==> src/rtl/johnson_counter_n.sv <==
// Johnson (twisted-ring) counter of WIDTH flip-flops with bidirectional stepping,
// synchronous load, one-cycle self-correction of illegal states and a phase decoder.
module johnson_counter_n #(
  parameter int unsigned WIDTH = 4
) (
  input  logic                           clk,
  input  logic                           reset,
  input  logic                           en,
  input  logic                           dir,
  input  logic                           load,
  input  logic [WIDTH-1:0]               load_value,
  output logic [WIDTH-1:0]               q,
  output logic [$clog2(2*WIDTH)-1:0]     phase,
  output logic                           wrap,
  output logic                           illegal
);

  localparam int unsigned PW = $clog2(2*WIDTH);

  logic [WIDTH-1:0] r_q;
  logic             r_wrap;
  logic [PW-1:0]    w_phase;
  logic             w_illegal;
  logic [WIDTH-1:0] w_next;

  // Phase k: k low ones for k in 1..WIDTH, then ones migrate toward the MSB.
  function automatic logic [WIDTH-1:0] legal_pattern(input int unsigned k);
    logic [WIDTH-1:0] p;
    p = '0;
    for (int unsigned b = 0; b < WIDTH; b++) begin
      if ((k >= 1 && k <= WIDTH && b < k) || (k > WIDTH && b >= k - WIDTH))
        p[b] = 1'b1;
    end
    return p;
  endfunction

  always_comb begin
    w_phase   = '0;
    w_illegal = 1'b1;
    for (int unsigned k = 0; k < 2*WIDTH; k++) begin
      if (r_q == legal_pattern(k)) begin
        w_phase   = PW'(k);
        w_illegal = 1'b0;
      end
    end
  end

  always_comb begin
    w_next = '0;
    if (dir) w_next = {~r_q[0], r_q[WIDTH-1:1]};
    else     w_next = {r_q[WIDTH-2:0], ~r_q[WIDTH-1]};
  end

  always_ff @(posedge clk or posedge reset) begin
    if (reset) begin
      r_q    <= '0;
      r_wrap <= 1'b0;
    end else if (load) begin
      r_q    <= load_value;
      r_wrap <= 1'b0;
    end else if (w_illegal) begin
      r_q    <= '0;
      r_wrap <= 1'b0;
    end else if (en) begin
      // Only phase 2W-1 forward or phase 1 reverse step into all-zeros.
      r_q    <= w_next;
      r_wrap <= (w_next == '0);
    end else begin
      r_wrap <= 1'b0;
    end
  end

  assign q       = r_q;
  assign wrap    = r_wrap;
  assign phase   = w_phase;
  assign illegal = w_illegal;

endmodule

==> config.mk <==
export PLATFORM = sky130hd
export DESIGN_NAME = johnson_counter_n
export DESIGN_NICKNAME = d
export VERILOG_FILES = /design/src/rtl/johnson_counter_n.sv
export SDC_FILE = /design/constraint.sdc
export NUM_CORES = 1
export LEC_CHECK = 0
export ABC_AREA = 1
export CAP_MARGIN = 40
export CORE_AREA = 2 2 39 41
export DETAILED_ROUTE_END_ITERATION = 12
export DIE_AREA = 0 0 41 43
export PLACE_DENSITY_LB_ADDON = 0.05
export RECOVER_POWER = 25
export SYNTH_ARGS = -nofsm -noshare
export SYNTH_HDL_FRONTEND = slang
export SYNTH_SLANG_ARGS = --single-unit
==> constraint.sdc <==
create_clock -name clk -period 1 [get_ports clk]
set_input_delay 0.1 -clock clk [delete_from_list [all_inputs] [get_ports clk]]
set_output_delay 0.1 -clock clk [all_outputs]
set_load 0.01 [all_outputs]
==> flow_metrics.py, run 1 <==
metrics = {
    "logic_synthesis": {
        "synth_warnings": 0,
        "synth_nets": 79,
        "syn_inst": 70,
        "syn_avg_cell_area_um2": 6.792,
        "synthesis.area_um2": 475.5,
        "ys_ff_latch": 5,
        "yosysUniqueCellTypes": 18,
        "yosysSeqAreaShare_pct": 26.32,
    },
    "floorplan": {
        "dieArea_um2": 1763,
        "core_area_um2": 1384,
        "rows": 14,
        "die_h_um": 43,
        "start_util_pct": 34.36,
        "die_w_um": 41,
        "io_pins": 18,
    },
    "critical_path": {
        "end_kind": "output pin",
        "cp.arrival_ns": 1.15,
        "setup.worst_path.class": "flip-flop to output pin",
        "r2r_cells": 9,
        "r2r_slack_ns": -0.24,
        "crit_required_ns": 0.90,
        "reg2reg_to": "q[2]$_DFFE_PP0P_",
        "cp_max_fo": 4,
        "r2r_start": "q[0]$_DFFE_PP0P_",
        "startpoint": "q[3]$_DFFE_PP0P_",
        "critPathLaunchType": "flip-flop",
    },
    "timing": {
        "max_freq_mhz": 798.2,
        "setup_violations": 12,
        "finalClockSkew_ns": 0.004361,
        "fin_tns_setup_ns": -2.241,
        "relSlewSlack_pct": 82.25,
        "finalCriticalPeriod_ns": 1.253,
        "final-max-slew-violation-count": 0,
        "rsz0062_at_grt": "true",
        "fin_crit_sh_pct": 125.3,
        "worst_pin_slew_ns": 0.2654,
        "hold_viol_final": 0,
        "fin_ws_ns": -0.2528,
    },
    "drt": {
        "final_antenna_net_count": 0,
        "wirelength_mm": 1.448,
        "wl_per_cell_um": 11.58,
        "vias": 563,
        "first_pass_iters": 3,
        "vias_per_cell": 4.504,
        "drt_iter0_drc": 11,
        "drc": 0,
    },
    "place": {
        "gp_congestion": 0.7211,
        "post-place-ws_ns": -0.4139,
        "dpl.hpwl_um": 968.9,
        "port_buffers": 17,
        "placed_area_um2": 750.7,
    },
    "clock_tree": {
        "postCtsHoldBufs": 0,
        "ctsHtreeMaxLevel": 1,
        "cts_tree": "done",
        "root_buffer": "clkbuf_4",
        "clk_latency_ns": 0.24,
        "clk_pin_slew_worst_paths_ns": 0.04,
        "cts_buffer_depth": 2,
        "cts_buffers": 3,
        "cts_sinks": 5,
    },
    "finish": {
        "n_fill_cell": 126,
        "nets": 119,
        "antennaDiodeCount": 0,
        "final_layout_size_suffix_gt1_share_pct": 58.72,
        "final_area_um2": 918.4,
        "post-route-util_pct": 66.37,
        "syn_to_final_growth_pct": 93.16,
    },
    "status": {
        "run_status": "complete, but fails checks",
        "violations": "negative setup slack",
    },
    "grt": {
        "grt_pass1_wl_mm": 2.221,
        "grt_pass1_vias": 555,
        "use_met1_pct": 21.38,
        "grt_use_total_pct": 18.60,
        "met2_usage_pct": 31.56,
        "grt_max_degree": 7,
        "antenna_found_initial": 0,
        "use_met3_pct": 7.853,
        "grt_overflow": 0,
        "busiest_layer": "met2",
    },
    "power": {
        "power_density_nw_per_um2": 2477,
        "leakagePower_uw": 0.0004543,
        "peakVddDrop_mv": 1.236,
    },
    "flow_run": {
        "drv_cap": 0,
    },
    "min_path": {
        "hold_class": "primary input to asynchronous set/reset pin",
    },
}
==> metrics by stage <==
stage	instances	total power [uW]	hold WS, ns
after floorplan	70	1052	-0.1216
after global placement	114	1642	0.3061
after detailed placement	114	1641	0.3067
after CTS	125	2145	0.04521
after global routing	125	2452	0.1983
final	125	2275	0.1897
==> power breakdown <==
| group | switching, uW | internal (uW) |
|---|---|---|
| Sequential | 99.4 | 266 |
| Clock | 78.3 | 151 |
| Combinational | 799 | 882 |
==> synth_stat cells (all sizes together) <==
cell	instances	share of area (%)
inv	7	6.1
a21oi	4	4.2
xnor2	1	1.8
dfrtp	5	26
nand2	33	33
nor2	5	5.5
nand3	11	15
nor3	1	1.1
o21ai	1	1.1
buf	2	5.3
==> how the worst max path moves through the flow <==
stage	cells after the start	end	slack, ns
6_report	4	phase[0]	-0.25
5_1_grt	4	phase[1]	-0.31
4_1_cts	6	illegal	-0.25
3_5_place_dp	3	phase[0]	-0.41
3_3_place_gp	4	illegal	-0.40
2_1_floorplan	8	q[0]$_DFFE_PP0P_	-0.11
==> area by class of cell <==
type,count,area (um2),area share [%]
clock buffers,4,26.28,2.861
inverters,7,41.29,4.496
multi-input cells,56,359.1,39.10
flip-flops and latches,5,128.9,14.03
well taps,16,20.02,2.180
repair buffers,37,342.8,37.33
==> layout by cell type, fill, tap and decap left out <==
| cell type | instances |
|---|---|
| nor2_1 | 3 |
| inv_4 | 2 |
| buf_4 | 10 |
| nor2_2 | 1 |
| buf_6 | 14 |
| dfrtp_1 | 2 |
| nor3_2 | 1 |
| xnor2_1 | 1 |
| inv_1 | 2 |
| clkbuf_1 | 1 |
| a21oi_2 | 2 |
| dfrtp_2 | 3 |
| clkdlybuf4s50_1 | 7 |
| nand3_4 | 2 |
| buf_2 | 4 |
| nor2_4 | 1 |
| a21oi_1 | 1 |
| nand3_1 | 9 |
| inv_6 | 2 |
| dlygate4sd3_1 | 1 |
| a21oi_4 | 1 |
| clkbuf_4 | 3 |
| nand2_2 | 12 |
| inv_2 | 1 |
| nand2_4 | 4 |
| clkdlybuf4s15_1 | 1 |
| o21ai_2 | 1 |
| nand2_1 | 17 |
==> timing repair <==
action	in CTS	in global routing
gates resized for setup	57	14
pin swaps	11	14
gates cloned	0	0
setup endpoints to repair	14	13
buffers inserted	8	1
==> sequential cells by signal, indices dropped and copies added (netlist names) <==
signal,count
wrap,1
q,4
==> critical path, stage by stage, from the launching register on <==
cell and delay, ns:
dfrtp_2 0.43, buf_6 0.12, xnor2_1 0.11, a21oi_1 0.11, buf_2 0.14
==> logic make-up after synthesis <==
family          Yosys count  share of synthesized area [%]
simple gates             50                          55.26
flops                     5                          26.32
buf+inv                   9                          11.32
compound gates            5                          5.262
xor+xnor                  1                          1.842
==> metal layers <==
layer | vias to the layer above | part of all wire, %
met5 | - | 0
met4 | 0 | 0
met3 | 0 | 3.3
met2 | 15 | 54
met1 | 250 | 43
li1 | 298 | -
Note: power is estimated with default switching activity, not from simulation.
==> run 2: changes to the inputs <==
SLEW_MARGIN = 30   (was not set)
==> results of run 2 <==
Same layout as run 1: the final DEF is identical, and so are final timing and power.
==> run 3: changes to the inputs <==
CTS_CLUSTER_DIAMETER = 100   (was not set)
==> results of run 3 <==
Same layout as run 1: the final DEF is identical, and so are final timing and power.
